### src/rtl/manchester_decode.sv
// manchester_decode
//   Recovers data bits from a Manchester-coded line. The raw line is
//   synchronised and edge-detected, the half-bit period is learned from the
//   preamble, and bit phase is resolved from long (full-bit) intervals.
//
// Ports
//   clock        sole clock, rising edge
//   reset_n      synchronous active-low reset
//   digital_in   raw asynchronous line input
//   bit_data     decoded bit, meaningful while bit_valid is high (held otherwise)
//   bit_valid    one-cycle strobe per decoded bit
//   locked       high while the half-bit period is locked
//   frame_end    one-cycle pulse when the line goes silent while locked
//   error        one-cycle pulse on a glitch or a phase violation
//   half_period  learned half-bit interval in cycles, 0 when not locked
module manchester_decode #(
    parameter int CNT_WIDTH   = 12,
    parameter int MIN_HALF    = 4,
    parameter int TRAIN_EDGES = 8
) (
    input  logic                 clock,
    input  logic                 reset_n,
    input  logic                 digital_in,
    output logic                 bit_data,
    output logic                 bit_valid,
    output logic                 locked,
    output logic                 frame_end,
    output logic                 error,
    output logic [CNT_WIDTH-1:0] half_period
);

    localparam int TW = CNT_WIDTH + 2;
    localparam int MW = $clog2(TRAIN_EDGES + 1);

    localparam logic [1:0] ST_IDLE   = 2'd0;
    localparam logic [1:0] ST_TRAIN  = 2'd1;
    localparam logic [1:0] ST_LOCKED = 2'd2;

    localparam logic [CNT_WIDTH-1:0] CNT_MAX    = '1;
    localparam logic [TW-1:0]        MIN_T      = TW'(MIN_HALF);
    localparam logic [MW-1:0]        MATCH_DONE = MW'(TRAIN_EDGES);

    logic                 sync1_reg, sync2_reg, prev_reg;
    logic [1:0]           state_reg, state_next;
    logic [CNT_WIDTH-1:0] cnt_reg, cnt_next;
    logic [CNT_WIDTH-1:0] h_reg, h_next;
    logic [MW-1:0]        match_reg, match_next;
    logic                 phase_known_reg, phase_known_next;
    logic                 at_mid_reg, at_mid_next;
    logic                 bit_data_reg, bit_data_next;
    logic                 bit_valid_reg, bit_valid_next;
    logic                 locked_reg, locked_next;
    logic                 frame_end_reg, frame_end_next;
    logic                 error_reg, error_next;
    logic [CNT_WIDTH-1:0] half_period_reg, half_period_next;

    logic          edge_det;
    logic [TW-1:0] h_ext, cnt_ext, lo, mid, hi, tol, diff;
    logic          in_tol;

    assign edge_det = sync2_reg ^ prev_reg;

    // Thresholds are widened by two bits so 2h + h/2 cannot overflow.
    assign h_ext   = {2'b00, h_reg};
    assign cnt_ext = {2'b00, cnt_reg};
    assign lo      = h_ext >> 1;
    assign mid     = h_ext + (h_ext >> 1);
    assign hi      = (h_ext << 1) + (h_ext >> 1);
    assign tol     = h_ext >> 2;
    assign diff    = (cnt_ext >= h_ext) ? (cnt_ext - h_ext) : (h_ext - cnt_ext);
    assign in_tol  = (diff <= tol);

    always_comb begin
        state_next       = state_reg;
        h_next           = h_reg;
        match_next       = match_reg;
        phase_known_next = phase_known_reg;
        at_mid_next      = at_mid_reg;
        bit_data_next    = bit_data_reg;
        bit_valid_next   = 1'b0;
        locked_next      = locked_reg;
        frame_end_next   = 1'b0;
        error_next       = 1'b0;
        half_period_next = half_period_reg;

        // cnt_reg equals the interval length in the cycle an edge is seen.
        if (edge_det) begin
            cnt_next = CNT_WIDTH'(1);
        end else if (cnt_reg != CNT_MAX) begin
            cnt_next = cnt_reg + 1'b1;
        end else begin
            cnt_next = cnt_reg;
        end

        case (state_reg)
            ST_IDLE: begin
                if (edge_det) begin
                    state_next = ST_TRAIN;
                    match_next = '0;
                end
            end

            ST_TRAIN: begin
                if (edge_det) begin
                    // match_reg == 0 means no half-period has been taken yet.
                    if (match_reg == '0 || !in_tol) begin
                        if (cnt_ext < MIN_T) begin
                            match_next = '0;
                        end else begin
                            h_next     = cnt_reg;
                            match_next = MW'(1);
                        end
                    end else begin
                        match_next = match_reg + 1'b1;
                    end
                    if (match_next == MATCH_DONE) begin
                        state_next       = ST_LOCKED;
                        locked_next      = 1'b1;
                        half_period_next = h_next;
                        phase_known_next = 1'b0;
                        at_mid_next      = 1'b0;
                    end
                end else if ((match_reg == '0) ? (cnt_reg == CNT_MAX)
                                               : (cnt_ext > h_ext + tol)) begin
                    state_next = ST_IDLE;
                    match_next = '0;
                end
            end

            ST_LOCKED: begin
                // Silence beats a coincident edge; that edge restarts training.
                if (cnt_ext >= hi || cnt_reg == CNT_MAX) begin
                    frame_end_next   = 1'b1;
                    locked_next      = 1'b0;
                    half_period_next = '0;
                    match_next       = '0;
                    state_next       = edge_det ? ST_TRAIN : ST_IDLE;
                end else if (edge_det) begin
                    if (cnt_ext < lo) begin
                        error_next       = 1'b1;
                        locked_next      = 1'b0;
                        half_period_next = '0;
                        match_next       = '0;
                        state_next       = ST_IDLE;
                    end else if (cnt_ext < mid) begin
                        // Short interval: toggles between boundary and mid-bit
                        // once phase is known; meaningless before that.
                        if (phase_known_reg) begin
                            if (at_mid_reg) begin
                                at_mid_next = 1'b0;
                            end else begin
                                at_mid_next    = 1'b1;
                                bit_valid_next = 1'b1;
                                bit_data_next  = sync2_reg;
                            end
                        end
                    end else if (!phase_known_reg || at_mid_reg) begin
                        // A full-bit interval can only end on a mid-bit edge.
                        phase_known_next = 1'b1;
                        at_mid_next      = 1'b1;
                        bit_valid_next   = 1'b1;
                        bit_data_next    = sync2_reg;
                    end else begin
                        error_next       = 1'b1;
                        locked_next      = 1'b0;
                        half_period_next = '0;
                        match_next       = '0;
                        state_next       = ST_IDLE;
                    end
                end
            end

            default: begin
                state_next = ST_IDLE;
            end
        endcase
    end

    always_ff @(posedge clock) begin
        if (!reset_n) begin
            sync1_reg       <= 1'b0;
            sync2_reg       <= 1'b0;
            prev_reg        <= 1'b0;
            state_reg       <= ST_IDLE;
            cnt_reg         <= '0;
            h_reg           <= '0;
            match_reg       <= '0;
            phase_known_reg <= 1'b0;
            at_mid_reg      <= 1'b0;
            bit_data_reg    <= 1'b0;
            bit_valid_reg   <= 1'b0;
            locked_reg      <= 1'b0;
            frame_end_reg   <= 1'b0;
            error_reg       <= 1'b0;
            half_period_reg <= '0;
        end else begin
            sync1_reg       <= digital_in;
            sync2_reg       <= sync1_reg;
            prev_reg        <= sync2_reg;
            state_reg       <= state_next;
            cnt_reg         <= cnt_next;
            h_reg           <= h_next;
            match_reg       <= match_next;
            phase_known_reg <= phase_known_next;
            at_mid_reg      <= at_mid_next;
            bit_data_reg    <= bit_data_next;
            bit_valid_reg   <= bit_valid_next;
            locked_reg      <= locked_next;
            frame_end_reg   <= frame_end_next;
            error_reg       <= error_next;
            half_period_reg <= half_period_next;
        end
    end

    assign bit_data    = bit_data_reg;
    assign bit_valid   = bit_valid_reg;
    assign locked      = locked_reg;
    assign frame_end   = frame_end_reg;
    assign error       = error_reg;
    assign half_period = half_period_reg;

endmodule
### config.mk
export PLATFORM = sky130hd
export DESIGN_NAME = manchester_decode
export DESIGN_NICKNAME = d
export VERILOG_FILES = /design/src/rtl/manchester_decode.sv
export SDC_FILE = /design/constraint.sdc
export NUM_CORES = 1
export LEC_CHECK = 0
export CORE_ASPECT_RATIO = 1.25
export CORE_MARGIN = 4
export CORE_UTILIZATION = 40
export DETAILED_ROUTE_END_ITERATION = 7
export PLACE_DENSITY = 0.55
export SLEW_MARGIN = 0
export SYNTH_ARGS = -nofsm -noshare
export SYNTH_HDL_FRONTEND = slang
export SYNTH_SLANG_ARGS = --single-unit
### constraint.sdc
create_clock -name clock -period 5.28 [get_ports clock]
set_input_delay 1.056 -clock clock [delete_from_list [all_inputs] [get_ports clock]]
set_output_delay 1.056 -clock clock [all_outputs]
set_load 0.03 [all_outputs]
==> results by group <==
Run status
  • Status: finished, final reports clean

GRT
  • M1 GR Usage: between 20% and 30%
  • Met2 Use GR: 36.3%
  • GRT overflow: 0
  • First-pass GRT wire length: between 20 and 30 mm
  • Initial antenna violation count: 0
  • Gr busiest metal: met2
  • GRT Overall Usage: 21.0%
  • Vias in the first global route: roughly 5,500
  • Largest net degree at the start of global routing: 33
  • GR Util met3: roughly 1.7%

Finish
  • Most frequent cells in the layout: ha_1 (105), nand2_1 (63), a21oi_1 (56)
  • N_diodes: 0
  • Most common cell after layout, fill and taps aside: ha_1
  • Syn-to-layout area delta: 11.2%
  • Total Nets Final: 871
  • Final instance area: 0.00652 sq mm
  • Proportion of layout cells with a drive suffix above 1: between 7 and 8%
  • Layout fillers: around 1,400

Drt
  • Post-detailed-route count of antenna-violating nets: 0
  • Routed vias/inst: between 5 and 6
  • Routed WL: 17.1 mm
  • Vias post-DR: ~5,500
  • Pre-antenna DRT Iters: 5
  • Remaining DRCs: 0
  • Avg WL per Cell: roughly 18 um
  • Number of DRC markers in iteration 0: roughly 350

Synth
  • Area share of and/or/nand/nor cells after synthesis: roughly a fifth
  • Count of cell types in the netlist: 66
  • Compound-gate portion of the synthesized area: 24.3%
  • Synth warn: 0
  • Post-Synth XOR/XNOR Area: about 5.7%
  • Adder-cell share of the synthesized area: about a quarter
  • Register area share after synthesis: 17.8%
  • Asr flop ratio synth: 0%
  • #FFs+latches synth: 52
  • Mux cell area share after synthesis: under 10%
  • Cells after Synth: around 730
  • Dominant synthesized flop cell: dfxtp_1
  • Mapped Area: 0.00586 sq mm
  • Mapped Avg Cell Area: slightly above 8 sq um
  • Syn_nets: ~840
  • Number of synthesized flops with an enable pin: 0
  • Largest family of logic cells by synthesized area: compound AO/OA/AOI/OAI gates

Critical path
  • Critical Path AT: between 5 and 6 ns
  • CP max FO: 13
  • CP endpoint kind: flop
  • WP data required: 5.45 ns
  • Flop2flop setup slack: just over 0.3 ns
  • Crit path kind: flop to flop
  • Crit start category: flop

STA
  • Hold Violations, Final: 0
  • Final period utilization: a little over nine tenths
  • Final setup viols: 0
  • Final worst path period need: ~5 ns
  • RSZ-0062 raised after global routing: no
  • Fmax: roughly 200 MHz
  • Rel. slew slack: between 30% and 40%
  • Final Slew Violations: 0
  • Slew of the pin with the lowest slew margin: 0.931 ns
  • Setup TNS: 0 ns
  • Setup Skew: 0.00649 ns

Clocking
  • Clock transition at path regs: ~0.070 ns
  • # clock sinks: 52
  • Clock Latency Late Sink: about 0.3 ns
  • Post-CTS sizing: 0
  • Maximum buffer depth of the clock tree: 2
  • Root buf cell: clkbuf_16
  • Postcts setup bufs: 0
  • CTS tree: yes
  • CTS buffer count: 5
  • Hold_buf cts: 0
  • H-tree Lvls: 2

Pwr
  • Static Leak: roughly 0.0029 uW
  • Maximum vdd drop: between 0.1 and 0.15 mV
  • Pwr/cell area: ~140 mW/mm^2
  • Internal power: 655 uW
  • Sw frac: approximately 30%
  • Clock share of power: approximately 36%
  • Comb power frac: 21.5%
  • P_sw: between 200 and 300 uW
  • Sequential power share: 42.9%

Die
  • Core area: 0.0144 sq mm
  • Initial Utilization: 40.7%
  • Die area: ~0.017 sq mm
  • Die Y: roughly 140 um
  • Die W: 116 um
  • Rows: approximately 50
  • I/O Pins: 20

Placement
  • Placer congestion estimate: about 0.95
  • I/O Buffers: 19
  • Dpl hpwl: between 10 and 15 mm
  • Placed inst area: roughly 0.0064 sq mm

Min path
  • Hold/Removal Path Class: flop to flop

Flow run
  • Max Cap Viol: 0
[area by class of cell]
cell class                      count  area [sq um]  area share, %
Multi-Input combinational cell    606          4530           69.5
Inverter                           44           165           2.54
Sequential cell                    52          1040           16.0
Clock buffer                        5           125           1.92
Clock inverter                      3          22.5          0.346
Timing Repair Buffer               49           410           6.30
Tap cell                          178           223           3.42
[power groups by stage]
stage / Clock, uW / Sequential [uW] / Combinational, uW
floorplan: 0 / 411 / 141
finish: 331 / 399 / 200
global route: 354 / 400 / 221
detailed placement: 0 / 408 / 198
global placement: 0 / 408 / 196
CTS: 338 / 399 / 199
[worst paths after layout]
kind | start | depth (start not counted) | end
max reg2reg | h_reg[2] | 17 | half_period[7]
min reg2reg | sync1_reg | 1 | sync2_reg
min | sync1_reg | 1 | sync2_reg
max | h_reg[2] | 17 | half_period[7]
[worst max-delay path, stage by stage (launching register included)]
cell	delay, ns
dfxtp_1	0.58
inv_1	0.21
ha_1	0.28
o31ai_2	0.31
a211o_1	0.20
nand3_2	0.21
mux2_2	0.36
o21ai_0	0.28
xor2_1	0.19
ha_1	0.26
o21a_1	0.17
a211oi_1	0.30
a21o_1	0.16
a21oi_1	0.09
a221o_1	0.41
o32a_2	0.52
a32oi_1	0.19
o21ai_0	0.12
[cells in the mapped netlist (all sizes together) (3+ instances only)]
cell    number  area share [%]
xor2        13             1.9
nor2        35             2.2
or3          4            0.43
o211ai       9             1.2
fa           4             1.4
o211a        3            0.51
nor4         7            0.75
nand3       23             2.1
nand4       19             2.0
mux2i       20             3.4
a32oi       12             1.8
xnor2       25             3.7
o221ai       3            0.45
clkbuf      14            0.90
a211o        3            0.45
nand2       63             4.0
a21oi       57             4.9
o31ai        5            0.73
a211oi      12             1.6
nor3        19             1.6
nor3b        6            0.85
dfxtp       52              18
o21a         6            0.77
inv         44             2.8
a21o        15             1.9
a31oi        5            0.53
buf         12             1.3
nor2b       11             1.2
ha         106              23
nand2b       7            0.75
o21bai       6            0.77
and3        18             1.9
and2         8            0.85
o21ai       48             4.1
[kinds of logic after synthesis]
| group | count (synthesis) |
|---|---|
| AOI/OAI and AO/OA | 211 |
| adders and majority gates | 110 |
| DFF | 52 |
| buffers and inverters | 70 |
| muxes | 22 |
| and+or+nand+nor | 225 |
| xor gates and xnor gates | 38 |
[layer usage]
metal | wire (um) | up-vias
met2 | 8280 | 119
met4 | 907 | 0
li1 | - | 2764
met1 | 7430 | 2611
met5 | 0 | -
met3 | 445 | 40
[stage by stage]
step | total power [uW] | setup slack (ns) | hold WS, ns | cells | util, %
finish | 930 | 0.303 | 0.441 | 937 | 45.2
global route | 975 | 0.0353 | 0.465 | 937 | 45.2
CTS | 936 | 0.119 | 0.445 | 937 | 45.2
detailed placement | 606 | 0.148 | 0.426 | 929 | 44.2
global placement | 604 | 0.324 | 0.414 | 929 | 44.2
floorplan | 553 | 0.332 | 0.412 | 728 | -
No activity file was read; power rests on OpenSTA's default activity.
